==> config.mk <==
export PLATFORM = sky130hd
export DESIGN_NAME = text_marquee_flat
export DESIGN_NICKNAME = d
export VERILOG_FILES = /design/src/rtl/text_overlay_pkg.sv /design/src/rtl/text_marquee_if.sv /design/src/rtl/overlay_frame_timer.sv /design/src/rtl/text_marquee.sv /design/src/flat_wrapper.sv
export SDC_FILE = /design/constraint.sdc
export NUM_CORES = 1
export LEC_CHECK = 0
export CORE_MARGIN = 2
export CORE_UTILIZATION = 30
export CTS_BUF_LIST = sky130_fd_sc_hd__clkbuf_4
export CTS_CLUSTER_DIAMETER = 120
export DETAILED_ROUTE_END_ITERATION = 10
export PLACE_DENSITY = 0.56
export REMOVE_ABC_BUFFERS = 1
export SETUP_SLACK_MARGIN = 0.2
export SYNTH_ARGS = -nofsm -noshare
export SYNTH_HDL_FRONTEND = slang
export SYNTH_SLANG_ARGS = --single-unit
==> constraint.sdc <==
create_clock -name clk -period 14.6 [get_ports clk]
set_input_delay 1.46 -clock clk [delete_from_list [all_inputs] [get_ports clk]]
set_output_delay 1.46 -clock clk [all_outputs]
set_load 0.005 [all_outputs]
==> src/rtl/text_overlay_pkg.sv <==
// text_overlay_pkg: shared mode and blink encodings plus the default marquee bitmap
package text_overlay_pkg;
    typedef enum logic [1:0] {
        STATIC       = 2'b00,
        SCROLL       = 2'b01,
        BLINK        = 2'b10,
        SCROLL_BLINK = 2'b11
    } mode_t;
    typedef enum logic {
        VISIBLE = 1'b0,
        HIDDEN  = 1'b1
    } blink_t;
    localparam logic [599:0] DEFAULT_BITMAP = {10{60'h0F0F0F0F0F0F0F1}};
    function automatic logic is_scroll(mode_t m);
        return m[0];
    endfunction
    function automatic logic is_blink(mode_t m);
        return m[1];
    endfunction
endpackage

==> src/rtl/text_marquee_if.sv <==
// text_marquee_if: pixel position, frame control and marquee status signals
interface text_marquee_if #(parameter int BMP_W = 60);
    import text_overlay_pkg::*;
    localparam int SW = BMP_W > 1 ? $clog2(BMP_W) : 1;
    logic [9:0] x;
    logic [9:0] y;
    logic frame_start;
    logic enable;
    mode_t mode;
    logic overlay_active;
    logic [SW-1:0] scroll_pos;
    modport master (output x, y, frame_start, enable, mode, input overlay_active, scroll_pos);
    modport slave (input x, y, frame_start, enable, mode, output overlay_active, scroll_pos);
endinterface

==> src/rtl/overlay_frame_timer.sv <==
// overlay_frame_timer: counts enabled ticks 0..DIV-1 and flags the wrapping tick
module overlay_frame_timer #(
    parameter int DIV = 4,
    localparam int CW = DIV > 1 ? $clog2(DIV) : 1
) (
    input  logic clk,
    input  logic reset,
    input  logic enable,
    input  logic clear,
    output logic wrap
);
    logic [CW-1:0] count;
    assign wrap = enable && (count == CW'(DIV - 1));
    // count advances per enabled tick, restarting on wrap or clear
    always_ff @(posedge clk)
        if (reset || clear) count <= '0;
        else if (enable) count <= wrap ? '0 : count + 1'b1;
endmodule

==> src/rtl/text_marquee.sv <==
// text_marquee: bitmap text overlay with optional horizontal scroll and blink
module text_marquee import text_overlay_pkg::*; #(
    parameter int BMP_W = 60,
    parameter int BMP_H = 10,
    parameter int SCALE_LOG2 = 3,
    parameter int ORIGIN_X = 11,
    parameter int ORIGIN_Y = 38,
    parameter int SCROLL_DIV = 4,
    parameter int BLINK_FRAMES = 30,
    parameter logic [BMP_W*BMP_H-1:0] BITMAP = (BMP_W*BMP_H)'(DEFAULT_BITMAP)
) (
    input logic clk,
    input logic reset,
    text_marquee_if.slave bus
);
    localparam int SW = BMP_W > 1 ? $clog2(BMP_W) : 1;
    localparam int IW = $clog2(BMP_W * BMP_H);
    mode_t mode_q, mode_eff;
    blink_t blink_q, blink_d;
    logic accepted, scroll_wrap, blink_wrap, visible, in_win, pix, overlay_q;
    logic [SW-1:0] pos;
    logic [9:0] cx, cy;
    logic [10:0] sum, col;
    logic [IW-1:0] idx;
    assign accepted = bus.frame_start && bus.enable;
    // a newly sampled mode governs the counters on the same frame_start
    assign mode_eff = accepted ? bus.mode : mode_q;
    overlay_frame_timer #(.DIV(SCROLL_DIV)) u_scroll_timer (
        .clk(clk),
        .reset(reset),
        .enable(accepted && is_scroll(mode_eff)),
        .clear(accepted && !is_scroll(mode_eff)),
        .wrap(scroll_wrap)
    );
    overlay_frame_timer #(.DIV(BLINK_FRAMES)) u_blink_timer (
        .clk(clk),
        .reset(reset),
        .enable(accepted && is_blink(mode_eff)),
        .clear(accepted && !is_blink(mode_eff)),
        .wrap(blink_wrap)
    );
    // latch the display mode only on accepted frame starts
    always_ff @(posedge clk)
        if (reset) mode_q <= STATIC;
        else if (accepted) mode_q <= bus.mode;
    // scroll offset steps on divider wrap and clears when scrolling stops
    always_ff @(posedge clk)
        if (reset || (accepted && !is_scroll(mode_eff))) pos <= '0;
        else if (scroll_wrap) pos <= (pos == SW'(BMP_W - 1)) ? '0 : pos + 1'b1;
    // blink state register
    always_ff @(posedge clk)
        if (reset) blink_q <= VISIBLE;
        else blink_q <= blink_d;
    // blink next state: forced visible outside blink modes, toggles on wrap
    always_comb begin
        blink_d = blink_q;
        if (accepted && !is_blink(mode_eff)) blink_d = VISIBLE;
        else if (blink_wrap) blink_d = (blink_q == VISIBLE) ? HIDDEN : VISIBLE;
    end
    // blink output decode
    always_comb visible = (blink_q == VISIBLE);
    // pixel to cell lookup; offsets wrap so pixels left/above the window fall out of range
    always_comb begin
        cx = (bus.x >> SCALE_LOG2) - 10'(ORIGIN_X);
        cy = (bus.y >> SCALE_LOG2) - 10'(ORIGIN_Y);
        in_win = (cx < 10'(BMP_W)) && (cy < 10'(BMP_H));
        sum = {1'b0, cx} + 11'(pos);
        col = (sum >= 11'(BMP_W)) ? sum - 11'(BMP_W) : sum;
        idx = IW'(32'(cy) * BMP_W + 32'(col));
        pix = in_win && BITMAP[idx];
    end
    // registered overlay flag uses pre-update scroll and blink state
    always_ff @(posedge clk)
        if (reset) overlay_q <= 1'b0;
        else overlay_q <= bus.enable && pix && visible;
    assign bus.overlay_active = overlay_q;
    assign bus.scroll_pos = pos;
endmodule

==> src/flat_wrapper.sv <==
// flat-port wrapper written by rule: the top's interface ports become plain ports
module text_marquee_flat import text_overlay_pkg::*;
#(
    parameter int BMP_W = 60,
    parameter int BMP_H = 10,
    parameter int SCALE_LOG2 = 3,
    parameter int ORIGIN_X = 11,
    parameter int ORIGIN_Y = 38,
    parameter int SCROLL_DIV = 4,
    parameter int BLINK_FRAMES = 30,
    parameter logic [BMP_W*BMP_H-1:0] BITMAP = (BMP_W*BMP_H)'(DEFAULT_BITMAP)
)
  (clk, reset, bus_x, bus_y, bus_frame_start, bus_enable, bus_mode, bus_overlay_active, bus_scroll_pos);
  text_marquee_if #(.BMP_W(BMP_W)) bus_i ();
  input logic clk;
  input logic reset;
  input wire logic [$bits(bus_i.x)-1:0] bus_x;
  input wire logic [$bits(bus_i.y)-1:0] bus_y;
  input wire logic [$bits(bus_i.frame_start)-1:0] bus_frame_start;
  input wire logic [$bits(bus_i.enable)-1:0] bus_enable;
  input wire logic [$bits(bus_i.mode)-1:0] bus_mode;
  output wire logic [$bits(bus_i.overlay_active)-1:0] bus_overlay_active;
  output wire logic [$bits(bus_i.scroll_pos)-1:0] bus_scroll_pos;
  assign bus_i.x = bus_x;
  assign bus_i.y = bus_y;
  assign bus_i.frame_start = bus_frame_start;
  assign bus_i.enable = bus_enable;
  assign bus_i.mode = bus_mode;
  assign bus_overlay_active = bus_i.overlay_active;
  assign bus_scroll_pos = bus_i.scroll_pos;
  text_marquee #(.BMP_W(BMP_W), .BMP_H(BMP_H), .SCALE_LOG2(SCALE_LOG2), .ORIGIN_X(ORIGIN_X), .ORIGIN_Y(ORIGIN_Y), .SCROLL_DIV(SCROLL_DIV), .BLINK_FRAMES(BLINK_FRAMES), .BITMAP(BITMAP)) u_core (.clk(clk), .reset(reset), .bus(bus_i));
endmodule
==> results of run 1 <==
[routing by layer]
| layer | up-vias | track usage | share of wire |
|---|---|---|---|
| li1 | 1080 | - | - |
| met1 | 921 | 0.170 | 0.52 |
| met2 | 24 | 0.190 | 0.45 |
| met3 | 2 | 0.0212 | 0.026 |
| met4 | 0 | 0.0187 | 0.0056 |
| met5 | - | 0 | 0 |
[registers in the layout (all words and copies together) (netlist names)]
signal                       cells
u_core.blink_q                   1
u_core.bus.scroll_pos            6
u_core.bus.overlay_active        1
u_core.u_scroll_timer.count      2
u_core.u_blink_timer.count       5
[critical path: stages]
cell             delay (ns)
clkdlybuf4s50_1        0.45
ha_1                   0.25
o21ai_2                0.20
xor2_1                 0.22
ha_1                   0.32
o21a_1                 0.21
a211oi_2               0.36
nand3_1                0.23
nor3_1                 0.26
or3b_1                 0.24
mux2_1                 0.41
fa_1                   0.47
a21o_1                 0.22
a31oi_1                0.27
and2_1                 0.33
nand2_1                0.16
or3_1                  0.33
a2111oi_0              0.37
a2111oi_0              0.14
mux2_2                 0.28
[final cells by class]
type / count / share of cell area
flip-flops and latches: 15 / 0.109
multi-input cells: 253 / 0.709
clock buffers: 3 / 0.00821
well taps: 102 / 0.0465
repair buffers: 26 / 0.0949
clock inverters: 1 / 0.00274
inverters: 21 / 0.0287
[placed cells by master, fill, tap and decap left out, types with 8 or more instances in the layout]
cell and n:
xor2_1 16, clkdlybuf4s50_1 26, nand2_1 20, nor3_1 8, inv_1 21, nor2_1 34
fa_1 9, a21oi_1 24, dfxtp_1 15, xnor2_1 22, ha_1 30
[power breakdown]
part           internal (W)  switching, W
clock network     0.0000104     0.0000167
registers         0.0000413   0.000000322
logic              0.000129      0.000156
total              0.000181      0.000173
[stage by stage]
step,setup WS [ns],power (W),hold WS (ns),instance area [um2],utilization
after floorplan,8.41,0.000273,0.430,2320,-
after global placement,7.35,0.000324,0.446,2710,0.355
after detailed placement,7.34,0.000324,0.461,2710,0.355
after CTS,7.63,0.000354,0.477,2740,0.359
after global routing,7.14,0.000397,0.490,2740,0.359
final,7.62,0.000353,0.471,2740,0.359
[kinds of logic (layout without fill, tap and decap cells)]
| kind of cell | count (synthesis) | count (layout) | share of synthesized area |
|---|---|---|---|
| adders and majority gates | 39 | 39 | 0.237 |
| and+or+nand+nor | 99 | 99 | 0.206 |
| DFF | 15 | 15 | 0.128 |
| AOI/OAI and AO/OA | 68 | 68 | 0.199 |
| buffers and inverters | 26 | 51 | 0.0437 |
| muxes | 7 | 7 | 0.0320 |
| xor gates and xnor gates | 40 | 40 | 0.156 |
[worst min path at each step]
stage,start,end,cells past startpoint
final,u_core.u_scroll_timer.count[1],u_core.u_scroll_timer.count[1],2
after detailed placement,u_core.u_scroll_timer.count[1],u_core.u_scroll_timer.count[1],2
after global routing,u_core.u_scroll_timer.count[1],u_core.u_scroll_timer.count[1],2
after CTS,u_core.u_scroll_timer.count[1],u_core.u_scroll_timer.count[1],2
after floorplan,u_core.u_scroll_timer.count[1],u_core.u_scroll_timer.count[1],2
after global placement,u_core.u_scroll_timer.count[1],u_core.u_scroll_timer.count[1],2
==> metrics.yaml, run 1 <==
logic_synthesis:
  syn_avg_cell_area_um2: 7.99
  ys_warn_count: 0
  yosysMostFrequentCell: "nor2_1"
  synth.cell_area_mm2: 0.00235
  synth_edf_count: 0
  yosys-top-cells-area: "ha_1, dfxtp_1, xnor2_1"
  ys_ff_latch: 15
  synth_top_flop_cell: "dfxtp_1"
  netlist.area_leader.share: 0.160
  netlist_instances: 294
  synthArstFlopShare: 0
  yosys.area.top_type: "ha_1"
  synth_cell_types: 53
  synth_common_cells: "nor2_1, ha_1, a21oi_1, xnor2_1, inv_1"
  seq_area_frac_synth: 0.128
worst_setup_path:
  cp_max_fo: 7
  cp-end-kind: "register"
  path_class: "in -> reg"
  rr_endpoint: "u_core.bus.overlay_active"
  crit_path_end: "u_core.bus.overlay_active"
  crit_arrival_ns: 7.18
  r2r_slack_ns: 8.94
  r2r_start: "u_core.bus.scroll_pos[0]"
  critical_path.startpoint: "bus_x[3]"
  cp.required_ns: 14.80
  reg2reg_depth: 20
  cp-start-kind: "input pin"
clock_network:
  clock_path_buffers: 2
  htreeDepth: 1
  clk_pin_slew_ns: 0.11
  clock-sinks: 15
  tritoncts: "yes"
  root_buffer: "clkbuf_4"
  numCtsBuffers: 3
  clk_latency_ns: 0.30
  cts_setup_buffers: 0
  cts_resized: 0
  postCtsHoldBufs: 0
floorplanning:
  die_y_um: 92.5
  coreArea_mm2: 0.00765
  dieArea_mm2: 0.00855
  start_util: 0.307
  io_pins: 33
  rows: 32
  die_w_um: 92.5
power:
  p_leak_nw: 1.14
  power.density_mw_per_mm2: 129
  ir_drop_mv: 0.0508
global_routing:
  grt_pass1_vias: 1872
  grtUsageTotal: 0.119
  grt_antenna_before_repair: 0
  grt_pass1_wl_mm: 8.40
  grt_max_degree: 11
  overflow: 0
worst_hold_path:
  hp-class: "reg -> reg"
finish:
  fin_cells: 421
  syn_to_final_growth_pct: 16.8
  fin_nets: 385
  regArea_um2: 300
  multi_input_area_mm2: 0.00195
  diodes: 0
  drive_gt1_frac: 0.0627
  fill_cells: 816
route:
  ant_nets: 0
  detail_route.vias_per_cell: 4.81
  wl_mm: 4.84
  drtIter0Drc: 83
  dr.pass1.iters: 4
  wire_per_inst_um: 11.5
  vias: 2027
  drc: 0
flow_run:
  cap_violations: 0
timing:
  finalSetupViolCount: 0
  slew_violations: 0
  skew_ns: 0.00381
  rsz0062_at_grt: "false"
  max_slew_margin: 0.556
  hold_viol: 0
  period_minus_slack_ns: 6.98
  worst_slew_pin_slew_ns: 0.662
  setup-tns-final_ns: 0
  fin_crit_sh: 0.478
  fmax_ghz: 0.143
outcome:
  outcome: "finished clean"
place:
  dp_hpwl_mm: 4.05
  io_buffers: 26
  place.gp.congestion: 0.783
  placed_cells: 417
Note: power is estimated with default switching activity, not from simulation.
==> inputs of run 2 (changes only) <==
--- a/config.mk
+++ b/config.mk
@@ -10,7 +10,7 @@
 export CTS_BUF_LIST = sky130_fd_sc_hd__clkbuf_4
 export CTS_CLUSTER_DIAMETER = 120
 export DETAILED_ROUTE_END_ITERATION = 10
-export PLACE_DENSITY = 0.56
+export PLACE_DENSITY = 0.58
 export REMOVE_ABC_BUFFERS = 1
 export SETUP_SLACK_MARGIN = 0.2
 export SYNTH_ARGS = -nofsm -noshare
==> constraint.sdc (replaced) <==
create_clock -name clk -period 6.15 [get_ports clk]
set_input_delay 0.615 -clock clk [delete_from_list [all_inputs] [get_ports clk]]
set_output_delay 0.615 -clock clk [all_outputs]
set_load 0.005 [all_outputs]
==> run 2 against run 1 <==
Critical path depth did not move. Wire length rose by 5.2%. Clock power rose by 120%. Core utilization rose by 1.5 points. Count of clock-buffer cells in the layout did not move. Clock skew fell by 0.0030 ns. Die area did not move. Hold slack got worse by 0.0043 ns. First-iteration DRC count rose by 24%. Critical endpoint unchanged. Largest power group unchanged. Highest routed layer unchanged.
==> metrics.yaml, run 2 (synthesis results as in run 1) <==
floorplanning:
  io_pins: 33  # unchanged
  die_y_um: 92.5  # unchanged
  dieArea_mm2: 0.00855  # unchanged
  start_util: 0.307  # unchanged
  coreArea_mm2: 0.00765  # unchanged
  die_w_um: 92.5  # unchanged
  rows: 32  # unchanged
worst_setup_path:
  crit_arrival_ns: 5.92  # was 7.18 ns
  path_class: "in -> reg"  # unchanged
  cp_max_fo: 6  # was 7
  cp.required_ns: 6.34  # was 14.80 ns
  cp-end-kind: "register"  # unchanged
  cp-start-kind: "input pin"  # unchanged
global_routing:
  grt_pass1_vias: 1912  # was 1872
  grt_pass1_wl_mm: 8.65  # was 8.40 mm
  grtUsageTotal: 0.121  # was 0.119
  overflow: 0  # unchanged
  grt_antenna_before_repair: 0  # unchanged
  grt_max_degree: 10  # was 11
place:
  place.gp.congestion: 0.777  # was 0.783
  placed_area_mm2: 0.00277  # was 0.00271 mm2
  dp_hpwl_mm: 4.16  # was 4.05 mm
  io_buffers: 26  # unchanged
clock_network:
  clk_pin_slew_ns: 0.10  # was 0.11 ns
  clk_latency_ns: 0.29  # was 0.30 ns
  clock-sinks: 15  # unchanged
  tritoncts: "yes"  # unchanged
  htreeDepth: 1  # unchanged
  cts_setup_buffers: 0  # unchanged
  numCtsBuffers: 3  # unchanged
  cts_resized: 0  # unchanged
  root_buffer: "clkbuf_4"  # unchanged
  clock_path_buffers: 2  # unchanged
  postCtsHoldBufs: 0  # unchanged
route:
  vias: 2094  # was 2027
  detail_route.vias_per_cell: 4.89  # was 4.81
  wire_per_inst_um: 11.9  # was 11.5 um
  wl_mm: 5.09  # was 4.84 mm
  dr.pass1.iters: 4  # unchanged
  drc: 0  # unchanged
  drtIter0Drc: 103  # was 83
  ant_nets: 0  # unchanged
timing:
  rsz0062_at_grt: "false"  # unchanged
  max_slew_margin: 0.586  # was 0.556
  period_minus_slack_ns: 5.73
  fmax_ghz: 0.174
  finalSetupViolCount: 0  # unchanged
  skew_ns: 0.000784  # was 0.00381 ns
  hold_viol: 0  # unchanged
  slew_violations: 0  # unchanged
  setup-tns-final_ns: 0  # unchanged
  worst_slew_pin_slew_ns: 0.616  # was 0.662 ns
  hold_ws_ns: 0.467  # was 0.471 ns
  fin_crit_sh: 0.932
outcome:
  outcome: "finished clean"  # unchanged
power:
  ir_drop_mv: 0.103  # was 0.0508 mV
  power.density_mw_per_mm2: 320  # was 129 mW/mm2
  p_leak_nw: 1.18  # was 1.14 nW
worst_hold_path:
  hp-class: "reg -> reg"  # unchanged
finish:
  drive_gt1_frac: 0.104  # was 0.0627
  diodes: 0  # unchanged
  final_cell_mix: "nor2_1, ha_1, clkdlybuf4s50_1"  # unchanged
  fin_area_mm2: 0.00286  # was 0.00274 mm2
  fin_nets: 392  # was 385
  layout_commonest_cell: "nor2_1"  # unchanged
  largest_reg_flops: 6  # unchanged
  syn_to_final_growth_pct: 21.7  # was 16.8%
flow_run:
  cap_violations: 0  # unchanged
==> run 2: metrics by stage <==
stage | std cells | worst slack, ns | power (W) | utilization
floorplan | 289 | 0.803 | 0.000648 | -
global placement | 424 | 0.0968 | 0.000796 | 0.362
detailed placement | 424 | 0.0356 | 0.000802 | 0.362
CTS | 428 | 0.343 | 0.000868 | 0.365
global route | 428 | 0.183 | 0.00101 | 0.374
finish | 428 | 0.418 | 0.000916 | 0.374
==> run 2: final cells by class <==
cell class / count / area (um2)
Clock buffer: 3 / 22.5
Sequential cell: 15 / 300
Inverter: 21 / 78.8
Timing Repair Buffer: 33 / 313
Fill cell: 808 / 4790
Tap cell: 102 / 128
Multi-Input combinational cell: 253 / 2010
Clock inverter: 1 / 5.00
==> run 2: routing by layer <==
layer | routed length [um] | global-route usage | vias up
met4 | 45 | 0.0211 | 0
met2 | 2260 | 0.188 | 33
met3 | 200 | 0.0220 | 4
met5 | 0 | 0 | -
li1 | - | - | 1093
met1 | 2590 | 0.177 | 964
==> run 2: power breakdown <==
| part | total [W] | internal (W) | leakage [nW] | switching (W) |
|---|---|---|---|---|
| Combinational | 0.000756 | 0.000355 | 1.04 | 0.000402 |
| Clock | 0.0000603 | 0.0000242 | 0.0177 | 0.0000361 |
| Sequential | 0.0000989 | 0.0000981 | 0.121 | 0.000000792 |
| Total | 0.000916 | 0.000477 | 1.18 | 0.000438 |
==> run 2: worst paths after layout <==
kind | slack [ns] | startpoint | end | cells past startpoint
worst max-delay path | 0.42 | bus_x[3] | u_core.bus.overlay_active | 20
worst max register to register | 0.91 | u_core.bus.scroll_pos[0] | u_core.bus.overlay_active | 19
worst min register to register | 0.47 | u_core.u_scroll_timer.count[1] | u_core.u_scroll_timer.count[1] | 2
worst min-delay path | 0.47 | u_core.u_scroll_timer.count[1] | u_core.u_scroll_timer.count[1] | 2
==> run 2: critical path, stage by stage <==
cell             delay (ns)
clkdlybuf4s50_1        0.50
ha_4                   0.32
inv_1                  0.05
fa_1                   0.42
and2b_1                0.24
o221ai_1               0.16
a21oi_2                0.29
xnor2_4                0.14
a21oi_4                0.18
or3b_4                 0.42
xor2_1                 0.18
ha_1                   0.26
fa_1                   0.40
a21o_1                 0.21
a211o_1                0.31
and2_4                 0.18
a211o_1                0.28
a2111oi_2              0.36
a2111oi_0              0.12
mux2_2                 0.27
==> inputs of run 3 (changes only) <==
--- a/config.mk
+++ b/config.mk
@@ -5,7 +5,6 @@
 export SDC_FILE = /design/constraint.sdc
 export NUM_CORES = 1
 export LEC_CHECK = 0
-export CORE_MARGIN = 2
 export CORE_UTILIZATION = 30
 export CTS_BUF_LIST = sky130_fd_sc_hd__clkbuf_4
 export CTS_CLUSTER_DIAMETER = 120
==> run 3 against run 2 <==
Wire length decreased by 3.5%. Cell count unchanged. Sequential power hardly changed. Via count is 0.53% lower. Clock skew increased by 0.0046 ns. Non-clock buffer count rose by 3. Largest power group unchanged.
==> metrics.yaml, run 3 (synthesis results as in run 1) <==
outcome:
  outcome: "finished clean"  # unchanged
flow_run:
  cap_violations: 0  # unchanged
power:
  ir_drop_mv: 0.131  # was 0.103 mV
  p_total_w: 0.000948  # was 0.000916 W
  p_leak_nw: 1.20  # was 1.18 nW
  power.density_mw_per_mm2: 329  # was 320 mW/mm2
route:
  highest_layer: "met4"  # unchanged
  ant_nets: 0  # unchanged
  wl_mm: 4.91  # was 5.09 mm
  wl_met2_mm: 2.15  # was 2.26 mm
  drtIter0Drc: 83  # was 103
  drc: 0  # unchanged
  vias: 2083  # was 2094
  wl_met3_um: 117  # was 200 um
  detail_route.vias_per_cell: 4.87  # was 4.89
  wire_per_inst_um: 11.5  # was 11.9 um
  dr.pass1.iters: 4  # unchanged
  wl_met1_mm: 2.64  # was 2.59 mm
worst_setup_path:
  cp_max_fo: 6  # unchanged
  cp.required_ns: 6.33  # was 6.34 ns
  cp_cell_sequence: "clkdlybuf4s50_1 > ha_4 > inv_1 > fa_1 > and2b_1 > o221ai_1 > a21oi_2 > xnor2_4 > nor3_1 > or3b_4 > mux2_1 > fa_1 > a21o_1 > a211o_1 > and2_4 > a211o_1 > a2111oi_2 > a2111oi_1 > mux2_2"  # was clkdlybuf4s50_1 > ha_4 > inv_1 > fa_1 > and2b_1 > o221ai_1 > a21oi_2 > xnor2_4 > a21oi_4 > or3b_4 > xor2_1 > ha_1 > fa_1 > a21o_1 > a211o_1 > and2_4 > a211o_1 > a2111oi_2 > a2111oi_0 > mux2_2
  crit_arrival_ns: 5.82  # was 5.92 ns
  cp-start-kind: "input pin"  # unchanged
  cp-end-kind: "register"  # unchanged
  critPathMaxStageDelay_ns: 0.47  # was 0.50 ns
  path_class: "in -> reg"  # unchanged
  worst_path_max_delay_cell: "clkdlybuf4s50_1"  # unchanged
floorplanning:
  rows: 31  # was 32
  die_y_um: 90.5  # was 92.5 um
  die_w_um: 90.5  # was 92.5 um
  io_pins: 33  # unchanged
  dieArea_mm2: 0.00819  # was 0.00855 mm2
  coreArea_mm2: 0.00741  # was 0.00765 mm2
  start_util: 0.317  # was 0.307
clock_network:
  clock_path_buffers: 2  # unchanged
  postCtsHoldBufs: 0  # unchanged
  root_buffer: "clkbuf_4"  # unchanged
  tritoncts: "yes"  # unchanged
  clk_pin_slew_ns: 0.10  # about the same
  clk_latency_ns: 0.29  # about the same
  clock-sinks: 15  # unchanged
  numCtsBuffers: 3  # unchanged
  htreeDepth: 1  # unchanged
global_routing:
  grt_pass1_wl_mm: 8.61  # was 8.65 mm
  grt_max_degree: 11  # was 10
  overflow: 0  # unchanged
  grt_antenna_before_repair: 0  # unchanged
  grtUsageTotal: 0.124  # was 0.121
  grt_pass1_vias: 1856  # was 1912
worst_hold_path:
  hp-class: "reg -> reg"  # unchanged
finish:
  regArea_um2: 300  # unchanged
  multi_input_area_mm2: 0.00201  # about the same
  syn_to_final_growth_pct: 22.5  # was 21.7%
  fill_cells: 793  # was 808
  layout_commonest_cell: "nor2_1"  # unchanged
  final_cell_mix: "nor2_1, ha_1, clkdlybuf4s50_1"  # unchanged
  fin_nets: 395  # was 392
  largest_reg_flops: 6  # unchanged
  drive_gt1_frac: 0.112  # was 0.104
  diodes: 0  # unchanged
timing:
  fmax_ghz: 0.177  # was 0.174 GHz
  rsz0062_at_grt: "false"  # unchanged
  skew_ns: 0.00534  # was 0.000784 ns
  worst_slew_pin_slew_ns: 0.644  # was 0.616 ns
  fin_crit_sh: 0.916  # was 0.932
  finalSetupViolCount: 0  # unchanged
  hold_viol: 0  # unchanged
  hold_ws_ns: 0.472  # was 0.467 ns
  max_slew_margin: 0.567  # was 0.586
  setup-tns-final_ns: 0  # unchanged
  period_minus_slack_ns: 5.63  # was 5.73 ns
  slew_violations: 0  # unchanged
place:
  io_buffers: 26  # unchanged
  dp_hpwl_mm: 4.13  # was 4.16 mm
  place.gp.congestion: 0.786  # was 0.777
[run 3: final cells by class]
cell class,count,area share
multi-input cells,253,0.697
repair buffers,36,0.117
flip-flops and latches,15,0.104
well taps,99,0.0430
inverters,21,0.0274
clock buffers,3,0.00783
clock inverters,1,0.00261
[run 3: per-layer routing]
layer	global-route usage	up-vias
met5	0	-
met2	0.190	27
li1	-	1100
met1	0.187	954
met3	0.0177	2
met4	0.0121	0
[run 3: final timing paths]
path | start | to | slack, ns | depth (start not counted)
hold / removal | u_core.u_scroll_timer.count[1] | u_core.u_scroll_timer.count[1] | 0.47 | 2
hold reg to reg | u_core.u_scroll_timer.count[1] | u_core.u_scroll_timer.count[1] | 0.47 | 2
setup reg to reg | u_core.bus.scroll_pos[0] | u_core.bus.overlay_active | 0.96 | 18
setup / recovery | bus_x[4] | u_core.bus.overlay_active | 0.52 | 19
[run 3: worst max-delay path, delay by kind of cell]
kind	cells	cell delay, ns
multiplexers	2	0.67
AND/OR/NAND/NOR	4	0.96
adder cells (fa/ha/maj)	3	1.16
buffers and inverters	2	0.52
XOR/XNOR	1	0.19
AO/OA/AOI/OAI	7	1.71
[run 3: where the power goes]
group | switching, W | internal [W] | total, W
Clock | 0.0000355 | 0.0000248 | 0.0000603
Sequential | 0.000000858 | 0.0000981 | 0.0000989
Combinational | 0.000408 | 0.000381 | 0.000788
[run 3: per-stage QoR]
stage / cell area, um2 / setup WS, ns / util / cells
after floorplan: 2320 / 0.803 / - / 289
after global routing: 2880 / 0.200 / 0.388 / 428
after global placement: 2780 / 0.0516 / 0.375 / 423
final: 2880 / 0.516 / 0.388 / 428
after CTS: 2810 / 0.291 / 0.379 / 427
after detailed placement: 2780 / -0.0128 / 0.375 / 423
[run 3: what timing repair did]
item / 4_1_cts / 5_1_grt
gates resized for setup: 0 / 13
setup endpoints to repair: 0 / 1
buffers inserted: 0 / 1
